===== src/rtl/ccff_loader_pkg.sv =====
// Shared types and helpers for the configuration-chain bitstream loader.
package ccff_loader_pkg;

    typedef enum logic [1:0] {
        ST_IDLE  = 2'd0,
        ST_LOAD  = 2'd1,
        ST_SHIFT = 2'd2,
        ST_DONE  = 2'd3
    } ccff_state_e;

    // Bits to shift for the next word: a full word, or whatever is left of the chain.
    function automatic int min_burst(input int word_w, input int remaining);
        return (remaining < word_w) ? remaining : word_w;
    endfunction

endpackage


===== src/rtl/ccff_bitstream_loader_if.sv =====
// Host-side handshake bundle: configuration words in, readback words and status out.
interface ccff_bitstream_loader_if #(
    parameter int WORD_W = 16
) ();
    logic              cfg_start;
    logic              cfg_abort;
    logic [WORD_W-1:0] cfg_word;
    logic              cfg_word_valid;
    logic              cfg_word_ready;
    logic [WORD_W-1:0] rb_word;
    logic              rb_valid;
    logic              cfg_busy;
    logic              cfg_done;
    logic              cfg_err;

    modport master (
        output cfg_start, cfg_abort, cfg_word, cfg_word_valid,
        input  cfg_word_ready, rb_word, rb_valid, cfg_busy, cfg_done, cfg_err
    );

    modport slave (
        input  cfg_start, cfg_abort, cfg_word, cfg_word_valid,
        output cfg_word_ready, rb_word, rb_valid, cfg_busy, cfg_done, cfg_err
    );
endinterface


===== src/rtl/ccff_readback_deser.sv =====
// Collects bits leaving the chain tail into host words, first bit in the MSB;
// a flush emits a left-aligned, zero-filled partial word.
module ccff_readback_deser #(
    parameter int WORD_W = 16
) (
    input  logic              clk,
    input  logic              rst,
    input  logic              shift_i,
    input  logic              flush_i,
    input  logic              clear_i,
    input  logic              tail_i,
    output logic [WORD_W-1:0] rb_word_o,
    output logic              rb_valid_o
);
    localparam int FILL_W = $clog2(WORD_W);
    localparam logic [FILL_W-1:0] FILL_LAST = FILL_W'(WORD_W - 1);

    // Only WORD_W-1 bits are ever parked; the last bit goes straight into the word.
    logic [WORD_W-2:0] sr_q, sr_d;
    logic [FILL_W-1:0] fill_q, fill_d;
    logic [WORD_W-1:0] word_q, word_d;
    logic              valid_q, valid_d;
    logic [WORD_W-1:0] sr_next_s;

    assign sr_next_s  = {sr_q, tail_i};
    assign rb_word_o  = word_q;
    assign rb_valid_o = valid_q;

    // Next-state logic: shift in a tail bit, emit on a full word or on flush.
    always_comb begin
        sr_d    = sr_q;
        fill_d  = fill_q;
        word_d  = word_q;
        valid_d = 1'b0;
        if (clear_i) begin
            sr_d   = '0;
            fill_d = '0;
            word_d = '0;
        end else if (shift_i) begin
            if (fill_q == FILL_LAST) begin
                word_d  = sr_next_s;
                valid_d = 1'b1;
                sr_d    = '0;
                fill_d  = '0;
            end else if (flush_i) begin
                word_d  = sr_next_s << (FILL_LAST - fill_q);
                valid_d = 1'b1;
                sr_d    = '0;
                fill_d  = '0;
            end else begin
                sr_d   = sr_next_s[WORD_W-2:0];
                fill_d = fill_q + FILL_W'(1);
            end
        end else begin
            sr_d = sr_q;
        end
    end

    // State registers.
    always_ff @(posedge clk or posedge rst) begin
        if (rst) begin
            sr_q    <= '0;
            fill_q  <= '0;
            word_q  <= '0;
            valid_q <= 1'b0;
        end else begin
            sr_q    <= sr_d;
            fill_q  <= fill_d;
            word_q  <= word_d;
            valid_q <= valid_d;
        end
    end
endmodule


===== src/rtl/ccff_bitstream_loader.sv =====
// Serializes host words onto a configuration chain head (MSB first) for exactly
// CHAIN_LEN bits, while collecting the old chain contents from the tail.
module ccff_bitstream_loader
    import ccff_loader_pkg::*;
#(
    parameter int WORD_W    = 16,
    parameter int CHAIN_LEN = 40,
    parameter int CNT_W     = $clog2(CHAIN_LEN + 1)
) (
    input  logic                     prog_clk,
    input  logic                     prog_reset,
    ccff_bitstream_loader_if.slave   host,
    output logic                     ccff_head,
    output logic                     ccff_shift_en,
    input  logic                     ccff_tail
);
    localparam logic [CNT_W-1:0] ONE_C       = CNT_W'(1);
    localparam logic [CNT_W-1:0] CHAIN_LEN_C = CNT_W'(CHAIN_LEN);

    ccff_state_e       state_q, state_d;
    // Holds the not-yet-presented bits of the current word, left-aligned.
    logic [WORD_W-1:0] shift_reg_q, shift_reg_d;
    logic [CNT_W-1:0]  burst_q, burst_d;
    logic [CNT_W-1:0]  burst_cnt_q, burst_cnt_d;
    logic [CNT_W-1:0]  bits_sent_q, bits_sent_d;
    logic              head_q, head_d;
    logic              shift_en_q, shift_en_d;
    logic              ready_q, ready_d;
    logic              busy_q, busy_d;
    logic              done_q, done_d;
    logic              err_q, err_d;
    logic              rb_shift_s, rb_flush_s, rb_clear_s;

    assign ccff_head           = head_q;
    assign ccff_shift_en       = shift_en_q;
    assign host.cfg_word_ready = ready_q;
    assign host.cfg_busy       = busy_q;
    assign host.cfg_done       = done_q;
    assign host.cfg_err        = err_q;

    // Loader FSM next state; head/shift_en are computed one cycle ahead so they register together.
    always_comb begin
        state_d     = state_q;
        shift_reg_d = shift_reg_q;
        burst_d     = burst_q;
        burst_cnt_d = burst_cnt_q;
        bits_sent_d = bits_sent_q;
        head_d      = 1'b0;
        shift_en_d  = 1'b0;
        done_d      = done_q;
        err_d       = err_q;
        rb_shift_s  = 1'b0;
        rb_flush_s  = 1'b0;
        rb_clear_s  = 1'b0;
        case (state_q)
            ST_IDLE, ST_DONE: begin
                if (host.cfg_start) begin
                    state_d     = ST_LOAD;
                    done_d      = 1'b0;
                    err_d       = 1'b0;
                    bits_sent_d = '0;
                    rb_clear_s  = 1'b1;
                end else begin
                    state_d = state_q;
                end
            end
            ST_LOAD: begin
                if (host.cfg_abort) begin
                    state_d    = ST_IDLE;
                    err_d      = 1'b1;
                    done_d     = 1'b0;
                    rb_clear_s = 1'b1;
                end else if (host.cfg_word_valid && ready_q) begin
                    state_d     = ST_SHIFT;
                    shift_reg_d = {host.cfg_word[WORD_W-2:0], 1'b0};
                    burst_d     = CNT_W'(min_burst(WORD_W, CHAIN_LEN - int'(bits_sent_q)));
                    burst_cnt_d = '0;
                    head_d      = host.cfg_word[WORD_W-1];
                    shift_en_d  = 1'b1;
                end else begin
                    state_d = ST_LOAD;
                end
            end
            ST_SHIFT: begin
                if (host.cfg_abort) begin
                    state_d    = ST_IDLE;
                    err_d      = 1'b1;
                    done_d     = 1'b0;
                    rb_clear_s = 1'b1;
                end else begin
                    rb_shift_s  = 1'b1;
                    shift_reg_d = {shift_reg_q[WORD_W-2:0], 1'b0};
                    bits_sent_d = bits_sent_q + ONE_C;
                    burst_cnt_d = burst_cnt_q + ONE_C;
                    if (burst_cnt_q == (burst_q - ONE_C)) begin
                        if (bits_sent_d == CHAIN_LEN_C) begin
                            state_d    = ST_DONE;
                            done_d     = 1'b1;
                            rb_flush_s = 1'b1;
                        end else begin
                            state_d = ST_LOAD;
                        end
                    end else begin
                        head_d     = shift_reg_q[WORD_W-1];
                        shift_en_d = 1'b1;
                    end
                end
            end
            default: begin
                state_d = ST_IDLE;
            end
        endcase
        ready_d = (state_d == ST_LOAD);
        busy_d  = (state_d == ST_LOAD) || (state_d == ST_SHIFT);
    end

    // State and registered outputs.
    always_ff @(posedge prog_clk or posedge prog_reset) begin
        if (prog_reset) begin
            state_q     <= ST_IDLE;
            shift_reg_q <= '0;
            burst_q     <= '0;
            burst_cnt_q <= '0;
            bits_sent_q <= '0;
            head_q      <= 1'b0;
            shift_en_q  <= 1'b0;
            ready_q     <= 1'b0;
            busy_q      <= 1'b0;
            done_q      <= 1'b0;
            err_q       <= 1'b0;
        end else begin
            state_q     <= state_d;
            shift_reg_q <= shift_reg_d;
            burst_q     <= burst_d;
            burst_cnt_q <= burst_cnt_d;
            bits_sent_q <= bits_sent_d;
            head_q      <= head_d;
            shift_en_q  <= shift_en_d;
            ready_q     <= ready_d;
            busy_q      <= busy_d;
            done_q      <= done_d;
            err_q       <= err_d;
        end
    end

    ccff_readback_deser #(
        .WORD_W (WORD_W)
    ) u_deser (
        .clk        (prog_clk),
        .rst        (prog_reset),
        .shift_i    (rb_shift_s),
        .flush_i    (rb_flush_s),
        .clear_i    (rb_clear_s),
        .tail_i     (ccff_tail),
        .rb_word_o  (host.rb_word),
        .rb_valid_o (host.rb_valid)
    );
endmodule

===== src/flat_wrapper.sv =====
// flat-port wrapper written by rule: the top's interface ports become plain ports
module ccff_bitstream_loader_flat import ccff_loader_pkg::*;
#(
    parameter int WORD_W    = 16,
    parameter int CHAIN_LEN = 40,
    parameter int CNT_W     = $clog2(CHAIN_LEN + 1)
)
  (prog_clk, prog_reset, ccff_head, ccff_shift_en, ccff_tail, host_cfg_start, host_cfg_abort, host_cfg_word, host_cfg_word_valid, host_cfg_word_ready, host_rb_word, host_rb_valid, host_cfg_busy, host_cfg_done, host_cfg_err);
  ccff_bitstream_loader_if #(.WORD_W(WORD_W)) host_i ();
  input  logic prog_clk;
  input  logic prog_reset;
  output logic ccff_head;
  output logic ccff_shift_en;
  input  logic ccff_tail;
  input wire logic [$bits(host_i.cfg_start)-1:0] host_cfg_start;
  input wire logic [$bits(host_i.cfg_abort)-1:0] host_cfg_abort;
  input wire logic [$bits(host_i.cfg_word)-1:0] host_cfg_word;
  input wire logic [$bits(host_i.cfg_word_valid)-1:0] host_cfg_word_valid;
  output wire logic [$bits(host_i.cfg_word_ready)-1:0] host_cfg_word_ready;
  output wire logic [$bits(host_i.rb_word)-1:0] host_rb_word;
  output wire logic [$bits(host_i.rb_valid)-1:0] host_rb_valid;
  output wire logic [$bits(host_i.cfg_busy)-1:0] host_cfg_busy;
  output wire logic [$bits(host_i.cfg_done)-1:0] host_cfg_done;
  output wire logic [$bits(host_i.cfg_err)-1:0] host_cfg_err;
  assign host_i.cfg_start = host_cfg_start;
  assign host_i.cfg_abort = host_cfg_abort;
  assign host_i.cfg_word = host_cfg_word;
  assign host_i.cfg_word_valid = host_cfg_word_valid;
  assign host_cfg_word_ready = host_i.cfg_word_ready;
  assign host_rb_word = host_i.rb_word;
  assign host_rb_valid = host_i.rb_valid;
  assign host_cfg_busy = host_i.cfg_busy;
  assign host_cfg_done = host_i.cfg_done;
  assign host_cfg_err = host_i.cfg_err;
  ccff_bitstream_loader #(.WORD_W(WORD_W), .CHAIN_LEN(CHAIN_LEN), .CNT_W(CNT_W)) u_core (.prog_clk(prog_clk), .prog_reset(prog_reset), .host(host_i), .ccff_head(ccff_head), .ccff_shift_en(ccff_shift_en), .ccff_tail(ccff_tail));
endmodule

===== config.mk =====
export PLATFORM = sky130hd
export DESIGN_NAME = ccff_bitstream_loader_flat
export DESIGN_NICKNAME = d
export VERILOG_FILES = /design/src/rtl/ccff_loader_pkg.sv /design/src/rtl/ccff_bitstream_loader_if.sv /design/src/rtl/ccff_readback_deser.sv /design/src/rtl/ccff_bitstream_loader.sv /design/src/flat_wrapper.sv
export SDC_FILE = /design/constraint.sdc
export NUM_CORES = 1
export LEC_CHECK = 0
export CAP_MARGIN = 20
export CELL_PAD_IN_SITES_DETAIL_PLACEMENT = 0
export CELL_PAD_IN_SITES_GLOBAL_PLACEMENT = 1
export CORE_MARGIN = 5
export CORE_UTILIZATION = 46
export CTS_CLUSTER_SIZE = 16
export DETAILED_ROUTE_END_ITERATION = 16
export HOLD_SLACK_MARGIN = 0.12
export PLACE_DENSITY_LB_ADDON = 0.1
export SLEW_MARGIN = 20
export SYNTH_ARGS = -nofsm -noshare
export SYNTH_HDL_FRONTEND = slang
export SYNTH_SLANG_ARGS = --single-unit

===== constraint.sdc =====
create_clock -name prog_clk -period 7.6 [get_ports prog_clk]
set_input_delay 1.9 -clock prog_clk [delete_from_list [all_inputs] [get_ports prog_clk]]
set_output_delay 1.9 -clock prog_clk [all_outputs]
set_load 0.1 [all_outputs]

==> results of run 1 <==
[state kept, by name, summed over array words and instances, names as in the netlist]
signal                      cells
u_core.u_deser.sr_q            15
u_core.host.cfg_busy            1
u_core.shift_reg_q             15
u_core.state_q                  2
u_core.burst_cnt_q              6
u_core.u_deser.rb_word_o       16
u_core.host.cfg_done            1
u_core.burst_q                  6
u_core.u_deser.rb_valid_o       1
u_core.ccff_shift_en            1
u_core.host.cfg_err             1
u_core.host.cfg_word_ready      1
u_core.bits_sent_q              6
u_core.ccff_head                1
u_core.u_deser.fill_q           4
[layer usage]
metal / global-route usage, % / up-vias / wire length (um)
li1: - / 1744 / -
met1: 26.7 / 1747 / 4830
met2: 32.2 / 63 / 5470
met3: 3.55 / 5 / 285
met4: 4.78 / 0 / 78
met5: 0 / - / 0
[critical path, stage by stage]
cell	delay (ns)
clkdlybuf4s50_1	0.47
inv_1	0.17
nor2_1	0.11
a21oi_4	0.57
nand3_1	0.17
nor2_2	0.57
mux2_2	0.28
[final cells by class]
cell class | count | area [sq um]
multi-input combinational | 349 | 2390
timing repair buffer | 47 | 467
fill | 911 | 4430
sequential | 77 | 1930
clock buffer | 9 | 124
inverter | 13 | 50.0
tap | 133 | 166
clock inverter | 6 | 88.8
[worst max path at each step]
stage	slack [ns]	from	to	cells past startpoint
after floorplan	3.73	prog_reset	u_core.bits_sent_q[0]$_DFFE_PP0P_	1
after global placement	3.03	host_cfg_abort	u_core.u_deser.fill_q[0]$_DFFE_PP0P_	7
after detailed placement	2.97	host_cfg_abort	u_core.u_deser.fill_q[0]$_DFFE_PP0P_	7
after CTS	3.37	host_cfg_abort	u_core.u_deser.fill_q[0]$_DFFE_PP0P_	7
after global routing	3.38	host_cfg_abort	u_core.u_deser.fill_q[0]$_DFFE_PP0P_	7
final	3.64	host_cfg_abort	u_core.u_deser.fill_q[0]$_DFFE_PP0P_	7
[Yosys cell counts, types with 4 or more instances]
cell type and instances:
dfrtp_1 77, nand2_1 67, mux2i_1 37, o21ai_0 37, nor2_1 28, clkbuf_1 24, a21oi_1 23, a22o_1 21
mux2_2 13, inv_1 12, nand3_1 12, ha_1 9, xor2_1 8, nand4_1 7, nand2b_1 6, xnor2_1 6
buf_2 5, mux4_2 5, nor2b_1 5, nor3_1 5, a21o_1 4, a31oi_1 4, nor3b_1 4, o2111ai_1 4
o211ai_1 4
[power breakdown]
part           leakage (nW)  total, mW  switching (mW)  internal, mW
registers              1.04      0.507          0.0409         0.466
clock network         0.101      0.341           0.158         0.183
logic                  1.08      0.343           0.233         0.110
[cells by family after synthesis]
| group | synth area share, % |
|---|---|
| AND/OR/NAND/NOR | 15.6 |
| XOR/XNOR | 2.73 |
| flip-flops | 42.9 |
| multiplexers | 14.0 |
| buffers and inverters | 4.24 |
| AO/OA/AOI/OAI | 17.9 |
| adder cells (fa/ha/maj) | 2.51 |
[stage by stage]
step                setup WS (ns)  util [%]  power (mW)
finish                       3.64      54.0        1.19
global route                 3.38      54.0        1.27
CTS                          3.37      53.9        1.20
detailed placement           2.97      51.7       0.854
global placement             3.03      51.7       0.845
floorplan                    3.73         -       0.764
[cell usage in the layout (no fill, tap or decap), types with 3 or more instances in the layout]
master	synthesis	routed
ha_1	9	9
nand4_1	7	7
a31oi_1	4	4
nor3_1	5	5
a21oi_1	23	22
o31ai_1	3	3
a31o_2	3	3
nor2b_1	5	5
xor2_1	8	8
nand2_1	67	67
inv_1	12	11
o21ai_0	37	37
mux4_2	5	5
xnor2_1	6	6
dfrtp_1	77	77
and3_1	3	3
o211ai_1	4	4
a21o_1	4	4
mux2_2	13	13
nor2_1	28	27
nand2b_1	6	6
a211oi_1	3	3
nor3b_1	4	4
o2111ai_1	4	4
mux2i_1	37	37
clkdlybuf4s50_1	0	44
clkbuf_8	0	9
a22o_1	21	21
nand3_1	12	12
==> flow_summary.yaml, run 1 <==
power:
  pwr_density_cell_mw_per_mm2: 229
  ir_drop_mv: 0.303
  cellLeakagePower_nw: 2.22
logic_synthesis:
  synthTopCellsByArea: "dfrtp_1 (43%), mux2i_1 (8.2%), nand2_1 (5.6%), o21ai_0 (4.1%), a22o_1 (4.1%)"
  avgSynthCellArea_sq_um: 9.53
  synth_sequential_area_ratio_pct: 42.9
  synth_top_area_cell: "dfrtp_1"
  synth-edff-count: 0
  synth.cell_area_sq_mm: 0.00449
  post-synth-top-area-fraction_pct: 42.9
  post_synth_inst_count: 471
  synth-warning-count: 0
  synth_async_sr_flop_share_pct: 100
  ys_seq_elements: 77
  yosys_most_used_dff: "dfrtp_1"
  syn-num-nets: 502
  synth.distinct_cells: 56
critical_path:
  crit_fanout: 28
  r2r-start: "u_core.u_deser.fill_q[0]$_DFFE_PP0P_"
  rr_endpoint: "u_core.u_deser.fill_q[2]$_DFFE_PP0P_"
  worst-endpoint-arrival_ns: 4.25
  worstSetupPathType: "in2reg"
  setup.worst_path.start_class: "input pin"
  required_ns: 7.89
  setup.reg_to_reg.worst_slack_ns: 4.53
  reg2reg_depth: 5
  endpoint_kind: "flip-flop"
timing:
  grt_setup_unrepaired: "no"
  min_period_ns: 3.96
  timing.clock.skew_ns: 0.00835
  max_clock_freq_mhz: 252
  worst_slew_pin_slew_ns: 1.01
  timing_hold_violations_final: 0
  setup_tns_ns: 0
  hold_slack_ns: 0.486
  timing.slew.headroom_pct: 33.0
  finalCritPeriodShare_pct: 52.2
  report.final.setup_viol: 0
  drv_slew: 0
drt:
  routed_wirelength_um: 10700
  ant_nets: 0
  detailedRoute.firstPassIterationCount: 4
  vias: 3559
  avgRoutedWirePerCell_um: 16.8
  detail_route.vias_per_cell: 5.61
  dr.first_iter.drc_count: 149
  drc: 0
placed_design:
  numPortBuffers: 44
  post_place_instance_area_sq_mm: 0.00498
  place.detailed.instances: 619
  hpwlAfterDp_um: 7380
  replace_congestion: 0.838
floorplanning:
  ioPinCount: 45
  placeableCoreArea_sq_mm: 0.00964
  die_x_um: 109
  count_of_standard_cell_rows: 36
  die-area_sq_mm: 0.0118
  floorplan.initialDensity_pct: 46.6
  die_h_um: 109
layout:
  post_layout_nonfiller_instances: 634
  final_design_area_no_fill_sq_mm: 0.00521
  final_layout_size_suffix_gt1_share_pct: 9.58
  num-nets-final: 528
  syn_to_final_growth_pct: 16.0
  antenna_cells: 0
clock_tree:
  postCtsSetupBuffers: 0
  insertion_delay_of_the_later_clocked_pin_in_the_worst_skew_pair_ns: 0.35
  cts_num_sinks: 77
  post_cts.resized_instances: 0
  cts.htree.levels: 3
  cts_hold_repair.buffers: 0
  tritoncts_buffers: 9
  root_buffer: "clkbuf_8"
  clk_pin_slew_ns: 0.08
  cts-root-to-sink-buffers: 2
  cts_tree: "built"
min_path:
  hold_start: "u_core.shift_reg_q[2]$_DFFE_PP0P_"
  hold_path.class: "reg2reg"
  hold_path_depth: 2
  min_to: "u_core.shift_reg_q[2]$_DFFE_PP0P_"
global_routing:
  largest_net_degree_at_the_start_of_global_routing: 78
  first_global_vias: 3562
  grt_antenna_before_repair: 0
  global_route.usage.total_pct: 19.5
  total_global_routing_overflow: 0
  grt_pass1_wl_um: 18200
run:
  cap_violations: 0
outcome:
  run_status: "completed"
(Power assumes the default switching activity.)
==> run 2, diff against run 1 <==
--- a/config.mk
+++ b/config.mk
@@ -9,7 +9,7 @@
 export CELL_PAD_IN_SITES_DETAIL_PLACEMENT = 0
 export CELL_PAD_IN_SITES_GLOBAL_PLACEMENT = 1
 export CORE_MARGIN = 5
-export CORE_UTILIZATION = 46
+export CORE_UTILIZATION = 40
 export CTS_CLUSTER_SIZE = 16
 export DETAILED_ROUTE_END_ITERATION = 16
 export HOLD_SLACK_MARGIN = 0.12
==> constraint.sdc (replaced) <==
create_clock -name prog_clk -period 3.4 [get_ports prog_clk]
set_input_delay 0.85 -clock prog_clk [delete_from_list [all_inputs] [get_ports prog_clk]]
set_output_delay 0.85 -clock prog_clk [all_outputs]
set_load 0.1 [all_outputs]
==> run 2 against run 1 <==
Net effect: die area up 14%; final cell count up 2.7%; hold slack worse by 0.0055 ns; clock power rose to 2.9 times the previous value; clock-buffer cell count up 2; critical endpoint unchanged; sequential power up 120%.
==> flow_summary.yaml, run 2 (synthesis results as in run 1) <==
timing:
  min_period_ns: 2.62
  timing.slew.headroom_pct: 41.2
  timing_hold_violations_final: 0
  setup_tns_ns: 0
  max_clock_freq_mhz: 382
  grt_setup_unrepaired: "no"
  timing.clock.skew_ns: 0.00714
  drv_slew: 0
  hold_slack_ns: 0.481
  finalCritPeriodShare_pct: 76.9
  report.final.setup_viol: 0
  worst_slew_pin_slew_ns: 0.883
  final_critical_path_setup_slack_ns: 0.785
clock_tree:
  post_cts.resized_instances: 0
  cts_num_sinks: 77
  cts-root-to-sink-buffers: 2
  insertion_delay_of_the_later_clocked_pin_in_the_worst_skew_pair_ns: 0.34
  root_buffer: "clkbuf_16"
  cts_hold_repair.buffers: 0
  clk_pin_slew_ns: 0.06
  cts_tree: "built"
  postCtsSetupBuffers: 0
  cts.htree.levels: 3
  tritoncts_buffers: 9
placed_design:
  hpwlAfterDp_um: 8070
  numPortBuffers: 44
  pre_cts_ws_ns: 0.590
  replace_congestion: 0.829
critical_path:
  endpoint_kind: "flip-flop"
  crit_fanout: 17
  rr_endpoint: "u_core.u_deser.fill_q[0]$_DFFE_PP0P_"
  r2r-start: "u_core.burst_q[0]$_DFFE_PP0P_"
  setup.reg_to_reg.worst_slack_ns: 0.78
  reg2reg_depth: 8
  worst-endpoint-arrival_ns: 2.84
  setup.worst_path.start_class: "flip-flop"
  required_ns: 3.62
  worstSetupPathType: "reg2reg"
  worstSetupStartpoint: "u_core.burst_q[0]$_DFFE_PP0P_"
min_path:
  hold_path_depth: 2
  min_to: "u_core.shift_reg_q[9]$_DFFE_PP0P_"
  hold_start: "u_core.shift_reg_q[9]$_DFFE_PP0P_"
  hold_path.class: "reg2reg"
layout:
  syn_to_final_growth_pct: 18.4
  antenna_cells: 0
  number_of_flip_flops_in_the_largest_register: 16
  num-nets-final: 537
  mostFrequentLayoutCell: "dfrtp_1"
  most-common-layout-cells: "dfrtp_1 (77), nand2_1 (67), o21ai_0 (37), mux2i_1 (37), buf_4 (34)"
  final_layout_size_suffix_gt1_share_pct: 15.5
drt:
  avgRoutedWirePerCell_um: 17.3
  dr.first_iter.drc_count: 249
  detail_route.vias_per_cell: 5.54
  drc: 0
  vias: 3607
  detailedRoute.firstPassIterationCount: 4
  routed_wirelength_um: 11300
  ant_nets: 0
floorplanning:
  ioPinCount: 45
  count_of_standard_cell_rows: 38
  die_x_um: 116
  floorplan.initialDensity_pct: 41.1
  die_h_um: 116
  placeableCoreArea_sq_mm: 0.0109
  die-area_sq_mm: 0.0134
global_routing:
  largest_net_degree_at_the_start_of_global_routing: 39
  use_met3_pct: 3.55
  grt_antenna_before_repair: 0
  global_route.usage.total_pct: 17.5
  grt-busiest-layer: "met2"
  globalRouteMet2Util_pct: 29.9
  grt_pass1_wl_um: 18500
  first_global_vias: 3538
  total_global_routing_overflow: 0
  globalRouteMet1Util_pct: 22.6
run:
  cap_violations: 0
power:
  power_mw: 2.90
  cellLeakagePower_nw: 2.35
  pwr_density_cell_mw_per_mm2: 545
  ir_drop_mv: 0.389
outcome:
  run_status: "completed"
[run 2: worst max-delay path: stages, from the launching register on]
cell and delay [ns]:
dfrtp_1 0.41, inv_1 0.08, ha_1 0.25, nor2b_1 0.14
or3_1 0.34, a31o_2 0.28, nor3_2 0.45, nor2_2 0.25
mux2_2 0.31
[run 2: worst max path at each step]
stage / endpoint / slack, ns / depth (start not counted)
2_1_floorplan: u_core.bits_sent_q[0]$_DFFE_PP0P_ / 0.58 / 1
3_5_place_dp: u_core.u_deser.fill_q[0]$_DFFE_PP0P_ / 0.59 / 6
4_1_cts: u_core.host.cfg_busy$_DFF_PP0_ / 0.75 / 10
6_report: u_core.u_deser.fill_q[0]$_DFFE_PP0P_ / 0.78 / 8
3_3_place_gp: u_core.u_deser.fill_q[0]$_DFFE_PP0P_ / 0.62 / 6
5_1_grt: u_core.host.cfg_busy$_DFF_PP0_ / 0.61 / 10
[run 2: stage by stage]
step	instance area, sq um	instances	utilization, %
final	5320	651	48.6
after global routing	5320	651	48.6
after CTS	5320	651	48.6
after detailed placement	5010	635	45.8
after global placement	5010	635	45.8
after floorplan	4490	471	-
[run 2: area by class of cell]
| class | count | area, sq um |
|---|---|---|
| fill | 1043 | 5620 |
| multi-input combinational | 349 | 2380 |
| sequential | 77 | 1930 |
| timing repair buffer | 56 | 485 |
| clock buffer | 11 | 243 |
| tap | 140 | 175 |
| clock inverter | 5 | 60.1 |
| inverter | 13 | 50.0 |
[run 2: routing by layer]
| metal | vias to the layer above | wire length, um |
|---|---|---|
| met5 | - | 0 |
| met4 | 0 | 94 |
| met3 | 6 | 355 |
| met2 | 71 | 5700 |
| met1 | 1761 | 5140 |
| li1 | 1769 | - |
[run 2: report_power, final]
group | leakage (nW) | internal [mW] | total, mW | switching (mW)
combinational | 1.17 | 0.258 | 0.792 | 0.533
clock | 0.146 | 0.590 | 0.977 | 0.387
sequential | 1.04 | 1.04 | 1.13 | 0.0832
